**src/rtl/fast_thr_frame_ctrl_if.sv**
```systemverilog
// fast_thr_frame_ctrl_if: datapath-facing signals of the FAST frame controller.
// master = datapath side, slave = controller side.
interface fast_thr_frame_ctrl_if;
    logic       TVALID_in;
    logic       in_V_SYNC;
    logic       in_data_en;
    logic       Feature_val;
    logic [7:0] threshold;

    modport master (
        output TVALID_in, in_V_SYNC, in_data_en, Feature_val,
        input  threshold
    );

    modport slave (
        input  TVALID_in, in_V_SYNC, in_data_en, Feature_val,
        output threshold
    );
endinterface

```
**src/rtl/fast_thr_frame_ctrl.sv**
```systemverilog
// fast_thr_frame_ctrl: per-frame FAST feature counter and threshold driver.
// Define FAST_AUTO_THR_EN to steer the threshold toward cfg_target each frame.
module fast_thr_frame_ctrl #(
    parameter int CNT_W   = 20,
    parameter int THR_MIN = 8,
    parameter int THR_MAX = 200
) (
    input  logic                 clk,
    input  logic                 rst_n,
    fast_thr_frame_ctrl_if.slave dp,
    input  logic [7:0]           cfg_thr_init,
    input  logic [CNT_W-1:0]     cfg_target,
    input  logic [CNT_W-1:0]     cfg_tol,
    input  logic [7:0]           cfg_step,
    input  logic                 cfg_enable,
    output logic [CNT_W-1:0]     frame_cnt,
    output logic                 frame_done,
    output logic [1:0]           state_o
);

    typedef enum logic [1:0] {
        IDLE   = 2'd0,
        ARM    = 2'd1,
        ACTIVE = 2'd2,
        UPDATE = 2'd3
    } state_e;

    state_e           state_q, state_d;
    logic [CNT_W-1:0] cnt_q, cnt_d;
    logic [CNT_W-1:0] frame_cnt_q, frame_cnt_d;
    logic [7:0]       threshold_q, threshold_d;
    logic             frame_done_q, frame_done_d;
    logic             vs_q, vs_d;

    logic             start;
    logic             feat;
    logic [CNT_W-1:0] cnt_sat;
    logic [7:0]       thr_upd;

    // Edge register only moves on valid cycles so stalls cannot fake an edge.
    assign start = dp.TVALID_in & dp.in_V_SYNC & ~vs_q;
    assign feat  = dp.TVALID_in & dp.in_data_en & dp.Feature_val;
    assign vs_d  = dp.TVALID_in ? dp.in_V_SYNC : vs_q;

    assign cnt_sat = (feat && cnt_q != '1) ? cnt_q + CNT_W'(1) : cnt_q;

`ifdef FAST_AUTO_THR_EN
    localparam logic [7:0] THR_MIN8 = 8'(THR_MIN);
    localparam logic [7:0] THR_MAX8 = 8'(THR_MAX);
    localparam logic [8:0] THR_MAX9 = 9'(THR_MAX);

    logic [CNT_W:0] cnt_w;
    logic [CNT_W:0] hi_w;
    logic [CNT_W:0] lo_w;
    logic [8:0]     up_w;
    logic [7:0]     dn_w;

    always_comb begin
        cnt_w   = {1'b0, cnt_q};
        hi_w    = {1'b0, cfg_target} + {1'b0, cfg_tol};
        lo_w    = {1'b0, cfg_target} - {1'b0, cfg_tol};
        up_w    = {1'b0, threshold_q} + {1'b0, cfg_step};
        dn_w    = threshold_q - cfg_step;
        thr_upd = threshold_q;
        if (cnt_w > hi_w) begin
            thr_upd = (up_w > THR_MAX9) ? THR_MAX8 : up_w[7:0];
        end else if (cfg_target >= cfg_tol && cnt_w < lo_w) begin
            if (cfg_step > threshold_q || dn_w < THR_MIN8) begin
                thr_upd = THR_MIN8;
            end else begin
                thr_upd = dn_w;
            end
        end
    end
`else
    logic unused_cfg;
    assign unused_cfg = ^{cfg_target, cfg_tol, cfg_step};
    assign thr_upd    = cfg_thr_init;
`endif

    // The closing frame's results are latched on the start edge so that
    // frame_done, frame_cnt and the new threshold all appear in UPDATE.
    always_comb begin
        state_d      = state_q;
        cnt_d        = cnt_q;
        frame_cnt_d  = frame_cnt_q;
        threshold_d  = threshold_q;
        frame_done_d = 1'b0;
        if (!cfg_enable) begin
            state_d = IDLE;
            cnt_d   = '0;
        end else begin
            unique case (state_q)
                IDLE: begin
                    state_d = ARM;
                end
                ARM: begin
                    if (start) begin
                        threshold_d = cfg_thr_init;
                        cnt_d       = '0;
                        state_d     = ACTIVE;
                    end
                end
                ACTIVE: begin
                    if (start) begin
                        frame_cnt_d  = cnt_q;
                        frame_done_d = 1'b1;
                        threshold_d  = thr_upd;
                        cnt_d        = {{(CNT_W-1){1'b0}}, feat};
                        state_d      = UPDATE;
                    end else begin
                        cnt_d = cnt_sat;
                    end
                end
                UPDATE: begin
                    cnt_d   = cnt_sat;
                    state_d = ACTIVE;
                end
                default: state_d = IDLE;
            endcase
        end
    end

    always_ff @(posedge clk or negedge rst_n) begin
        if (!rst_n) begin
            state_q      <= IDLE;
            cnt_q        <= '0;
            frame_cnt_q  <= '0;
            threshold_q  <= '0;
            frame_done_q <= 1'b0;
            vs_q         <= 1'b0;
        end else begin
            state_q      <= state_d;
            cnt_q        <= cnt_d;
            frame_cnt_q  <= frame_cnt_d;
            threshold_q  <= threshold_d;
            frame_done_q <= frame_done_d;
            vs_q         <= vs_d;
        end
    end

    assign dp.threshold = threshold_q;
    assign frame_cnt    = frame_cnt_q;
    assign frame_done   = frame_done_q;
    assign state_o      = state_q;

endmodule

```
**src/flat_wrapper.sv**
```systemverilog
// flat-port wrapper written by rule: the top's interface ports become plain ports
module fast_thr_frame_ctrl_flat 
#(
    parameter int CNT_W   = 20,
    parameter int THR_MIN = 8,
    parameter int THR_MAX = 200
)
  (clk, rst_n, cfg_thr_init, cfg_target, cfg_tol, cfg_step, cfg_enable, frame_cnt, frame_done, state_o, dp_TVALID_in, dp_in_V_SYNC, dp_in_data_en, dp_Feature_val, dp_threshold);
  fast_thr_frame_ctrl_if dp_i ();
  input  logic clk;
  input  logic rst_n;
  input  logic [7:0] cfg_thr_init;
  input  logic [CNT_W-1:0] cfg_target;
  input  logic [CNT_W-1:0] cfg_tol;
  input  logic [7:0] cfg_step;
  input  logic cfg_enable;
  output logic [CNT_W-1:0] frame_cnt;
  output logic frame_done;
  output logic [1:0] state_o;
  input wire logic [$bits(dp_i.TVALID_in)-1:0] dp_TVALID_in;
  input wire logic [$bits(dp_i.in_V_SYNC)-1:0] dp_in_V_SYNC;
  input wire logic [$bits(dp_i.in_data_en)-1:0] dp_in_data_en;
  input wire logic [$bits(dp_i.Feature_val)-1:0] dp_Feature_val;
  output wire logic [$bits(dp_i.threshold)-1:0] dp_threshold;
  assign dp_i.TVALID_in = dp_TVALID_in;
  assign dp_i.in_V_SYNC = dp_in_V_SYNC;
  assign dp_i.in_data_en = dp_in_data_en;
  assign dp_i.Feature_val = dp_Feature_val;
  assign dp_threshold = dp_i.threshold;
  fast_thr_frame_ctrl #(.CNT_W(CNT_W), .THR_MIN(THR_MIN), .THR_MAX(THR_MAX)) u_core (.clk(clk), .rst_n(rst_n), .dp(dp_i), .cfg_thr_init(cfg_thr_init), .cfg_target(cfg_target), .cfg_tol(cfg_tol), .cfg_step(cfg_step), .cfg_enable(cfg_enable), .frame_cnt(frame_cnt), .frame_done(frame_done), .state_o(state_o));
endmodule
```
**config.mk**
```make
export PLATFORM = sky130hd
export DESIGN_NAME = fast_thr_frame_ctrl_flat
export DESIGN_NICKNAME = d
export VERILOG_FILES = /design/src/rtl/fast_thr_frame_ctrl_if.sv /design/src/rtl/fast_thr_frame_ctrl.sv /design/src/flat_wrapper.sv
export SDC_FILE = /design/constraint.sdc
export NUM_CORES = 1
export LEC_CHECK = 0
export ABC_AREA = 1
export CORE_ASPECT_RATIO = 1.4
export CORE_MARGIN = 5
export CORE_UTILIZATION = 45
export CTS_CLUSTER_DIAMETER = 150
export CTS_CLUSTER_SIZE = 10
export DETAILED_ROUTE_END_ITERATION = 7
export GPL_TIMING_DRIVEN = 0
export HOLD_SLACK_MARGIN = 0.06
export PLACE_DENSITY = 0.8
export SLEW_MARGIN = 20
export SYNTH_ARGS = -nofsm -noshare
export SYNTH_HDL_FRONTEND = slang
export SYNTH_SLANG_ARGS = --single-unit
```
**constraint.sdc**
```tcl
create_clock -name clk -period 1.95 [get_ports clk]
set_clock_uncertainty 0.15 [all_clocks]
set_input_delay 0.4875 -clock clk [delete_from_list [all_inputs] [get_ports clk]]
set_output_delay 0.4875 -clock clk [all_outputs]
set_load 0.05 [all_outputs]
```
==> Word-level counts from Yosys, hierarchy flattened <==
Index checks and enable logic that the tools add are counted.
{ "op_classes": {"n_addsub": 1, "eq_ne": 7, "n_mux": 12, "n_bitwise": 5, "reduce_logical": 7} }
{ "op_table": {"columns": ["operator", "n"], "rows": [
  ["$mux 20", 4],
  ["$pmux 20 s3", 1],
  ["$add 20x1->20 const B", 1],
  ["$ne 20x20->1 const B", 1],
  ["$pmux 2 s4", 1],
  ["$mux 2", 3],
  ["$ne 3x2->1 const B", 2],
  ["$reduce_and 3->1", 2],
  ["$and 1x1->1", 4],
  ["$eq 2x2->1 const B", 2],
  ["$ne 4x1->1 const B", 1],
  ["$reduce_and 2->1", 2],
  ["$mux 1", 3],
  ["$eq 2x1->1 const B", 1],
  ["$logic_not 2->1", 1],
  ["$reduce_or 2->1", 1],
  ["$logic_and 1x1->1", 1],
  ["$not 1->1", 1]
]} }
{ "word_totals": {"regBits": 52, "in_bits": 63, "output_inout_bits": 31, "word_cells": 38} }

==> Logic depth before layout (Yosys ltp) <==
{ "depth": {"depth_word": 7, "depth_mapped": 12, "depth_no_buf": 12} }

==> Least setup slack after synthesis <==
No wires, ideal clock.
{ "synth_path": {"kind": "register to register", "from": "register u_core.state_q[0], in the netlist u_core.state_o[0]", "to": "register u_core.cnt_q[3]", "setup_ps": 122, "arrival_ps": 1848, "required_ps": 1678, "path_slack_ps": -170, "stages_incl_launch_ff": 12, "path_buffers": 1, "period_less_slack_ps": 2120, "path_cell_list": "dfrtp_1 -> inv_1 -> ha_1 -> inv_2 -> nand3_1 -> nand2_4 -> clkinv_4 -> nand3_4 -> buf_6 -> nor2_4 -> o21ai_1 -> nor2_1"} }
{ "synth_between": {"elab_chain_cells": 3, "word_cells_on_any_way": 8, "cone_classes": "eq/ne (5); mux (2); reduce/logical (1)"} }
{ "synth_lines": {"columns": ["item", "line_no", "text"], "rows": [
  ["from (decl)", "fast_thr_frame_ctrl.sv:28", "state_e state_q, state_d;"],
  ["from (signal assigned)", "fast_thr_frame_ctrl.sv:133", "state_q <= state_d;"],
  ["$eq 2x2->1 / $eq 2x1->1 (equally long branches)", "fast_thr_frame_ctrl.sv:93", "unique case (state_q)"],
  ["$pmux 20 s3, or another cell as far along", "fast_thr_frame_ctrl.sv:93", null],
  ["$mux 20 / $reduce_and 2->1 (equally long branches)", null, null],
  ["to (signal assigned)", "fast_thr_frame_ctrl.sv:134", "cnt_q <= cnt_d;"],
  ["to (decl)", "fast_thr_frame_ctrl.sv:29", "logic [CNT_W-1:0] cnt_q, cnt_d;"]
]} }
Parallel ways exist; a longest one is shown, timed or not.
A chain may end at the register's enable or synchronous reset.

==> Final worst setup path <==
{ "layout_path": {"from": "register u_core.state_q[1], in the netlist u_core.state_o[1]", "to": "output state_o[1]"} }
{ "layout_rtl": {"columns": ["item", "line_no", "text"], "rows": [
  ["to (decl)", "flat_wrapper.sv:19", "output logic [1:0] state_o;"]
]} }
No word-level cell between the ends.

==> flow_metrics.env <==
export IMPL_status="finished, final reports clean"
export IMPL_grt_usage=0.1681
export IMPL_finalInstanceArea_sq_um=3357
export IMPL_slew_headroom=0.5637
export IMPL_dr_total_vias=2315
export IMPL_rsz0062_at_grt="yes"
export IMPL_syn_area_per_cell_sq_um=8.385
export IMPL_synth_nets=383
export IMPL_dp_hpwl_mm=4.395
export IMPL_synth_cell_types=31
export IMPL_die_area_sq_um=7524
export IMPL_ys_seq_area_frac=0.4927
export IMPL_crit_chain="dlygate4sd2_1"
export IMPL_netlist_top_cells_area="dfrtp_1 (49%), nand2_1 (12%), o21ai_1 (4.9%)"
export IMPL_cts_path_max_buffers=2
export IMPL_die_x_microns=74.75
export IMPL_numCtsBuffers=5
export IMPL_grt_max_degree=53
export IMPL_synth_top_cell_area_share=0.4927
export IMPL_placed_cell_area_sq_um=3179
export IMPL_peakVddDrop_mv=0.7943
export IMPL_required_ps=1310
export IMPL_portBuffers=45
export IMPL_p_total_mw=3.184
export IMPL_critPathSlowestCell="dlygate4sd2_1"
export IMPL_area_sequential_sq_um=1304
export IMPL_critical_path_class="flop to primary output"
export IMPL_drive_gt1_frac=0.1769
export IMPL_netlist_area_sq_um=2641
export IMPL_cts_htree_levels=2
export IMPL_max_stage_delay_ps=540
export IMPL_period_needed_ps=1900
export IMPL_fin_crit_sh=0.9744
export IMPL_cp_max_fo=4
export IMPL_area_growth_pct=27.10
export IMPL_root_buffer="clkbuf_8"
export IMPL_nFillCells=523
export IMPL_yosysWarningCount=0
export IMPL_cp_num_buf_inv=1
export IMPL_cts_tree="yes"
export IMPL_final_nets=440
export IMPL_diodes=0
export IMPL_die_h_microns=100.7
export IMPL_clock_latency_ps=310
export IMPL_setup_viol=0
export IMPL_initialDrtViolationCount=130
export IMPL_wl_mm=6.326
export IMPL_hold_viol=0
export IMPL_clk_pin_slew_ps=90
export IMPL_clock_sinks=52
export IMPL_gp_congestion=0.9015
export IMPL_start_util=0.4569
export IMPL_synth_most_common_cell="nand2_1"
export IMPL_start_kind="flop"
export IMPL_ys_ff_latch=52
export IMPL_post_drt_wl_per_cell_microns=14.28
export IMPL_ys_flop_type="dfrtp_1"
export IMPL_tns_ps=0
export IMPL_multi_input_area_sq_um=1186
export IMPL_max_freq_mhz=526.3
export IMPL_maxCapViolations=0
export IMPL_synthTopCellsByCount="nand2_1 (81), dfrtp_1 (52), inv_1 (34), nor2_1 (34), o21ai_1 (26)"
export IMPL_p_leak_nw=1.604
export IMPL_netlist_instances=315
export IMPL_antenna_found_initial=0
export IMPL_cp_data_arrival_time_ps=1260
export IMPL_endpoint_kind="primary output"
export IMPL_postRouteAntennaNets=0
export IMPL_drv_slew=0
export IMPL_grt_pass1_wl_mm=9.929
export IMPL_critPathTopFamily="buffers and inverters"
export IMPL_rows=33
export IMPL_grt_overflow=0
export IMPL_hold_path_class="input port to asynchronous set/reset pin"
export IMPL_drtPass1Iterations=4
export IMPL_postCtsHoldBufs=0
export IMPL_ys_async_sr_fraction=1.000
export IMPL_core_sq_um=5781
export IMPL_vias_per_cell=5.226
export IMPL_grt_pass1_vias=2282
export IMPL_synth_edf_count=0
export IMPL_yosysTopAreaCell="dfrtp_1"
export IMPL_worst_pin_slew_ps=654.4
export IMPL_powerDensity_nw_per_um2=948.5
export IMPL_drcViolationCount=0
export IMPL_io_pins=94
## state kept, by name, summed over array words and instances, names as in the netlist
name                 flops
u_core.state_o           2
u_core.frame_done        1
u_core.frame_cnt        20
u_core.dp.threshold      8
u_core.cnt_q            20
u_core.vs_q              1
## worst register-to-register path, stage by stage, from the launching register on
cell      delay (ps)
dfrtp_2          470
ha_2             220
nor2_2           120
nand3_2           90
nand2_4          110
clkinv_4          90
o21ai_2          130
buf_6            200
o21ai_1           70
a21oi_1          130
## cell usage in the layout (no fill, tap or decap), types with 3 or more instances in the layout
cell	count
dfrtp_1	50
nor3_1	3
buf_4	7
clkbuf_8	6
nor2_1	32
nor2_2	4
nand3_2	4
nand3_1	14
o21ai_1	26
inv_2	8
nand2_1	81
dlygate4sd2_1	32
inv_1	32
mux2_2	8
a21oi_1	8
clkdlybuf4s50_1	10
nand2_2	3
nand4_1	11
## kinds of logic (layout without fill, tap and decap cells)
family,count (synthesis),in the layout,synth area share
multiplexers,8,8,0.03411
buffers and inverters,49,107,0.07958
flip-flops,52,52,0.4927
adder cells (fa/ha/maj),5,5,0.02369
AO/OA/AOI/OAI,39,39,0.07864
AND/OR/NAND/NOR,162,162,0.2913
## worst paths after layout
kind                       cells past startpoint                   end            startpoint  slack [ps]
setup / recovery                               1            state_o[1]     u_core.state_o[1]          50
hold reg to reg                                2  u_core.frame_cnt[15]  u_core.frame_cnt[15]         330
hold / removal                                 1   u_core.frame_cnt[3]                 rst_n          40
min in group clk                               2  u_core.frame_cnt[15]  u_core.frame_cnt[15]         330
setup reg to reg                               9       u_core.cnt_q[8]     u_core.state_o[0]          90
max in group asynchronous                      1     u_core.state_o[1]                 rst_n        1130
## repair_timing
item                       CTS  global route
buffers inserted             1             3
pin swaps                    1             3
setup endpoints to repair   55            36
gates resized for setup     34            23
cloned                       0             1
## layout make-up
class                   count  area share
flip-flops and latches     52      0.3884
multi-input cells         214      0.3533
repair buffers             50      0.1372
inverters                  43     0.05032
well taps                  70     0.02609
clock buffers               7     0.02572
plain buffers               6     0.01677
clock inverters             1    0.002236
## per-layer routing
metal,global-route usage,routed length (microns),part of all wire
met5,0,0,0
met4,0.08082,212,0.034
met1,0.1928,2384,0.38
met2,0.2925,3418,0.54
met3,0.03293,311,0.049
## power breakdown
group / switching, mW / internal (mW)
Clock: 0.347 / 0.289
Sequential: 0.0815 / 1.19
Combinational: 0.876 / 0.397
## per-stage QoR
step | setup slack [ps] | instances | hold WS, ps | util
2_1_floorplan | 5.067 | 315 | 41.91 | -
3_3_place_gp | -1451 | 430 | 308.7 | 0.5504
3_5_place_dp | -391.5 | 430 | 315.9 | 0.5500
4_1_cts | -2.815 | 439 | 81.73 | 0.5608
5_1_grt | -29.64 | 443 | 101.0 | 0.5807
6_report | 49.92 | 443 | 41.09 | 0.5807
Power figures use the tool's default switching activity.
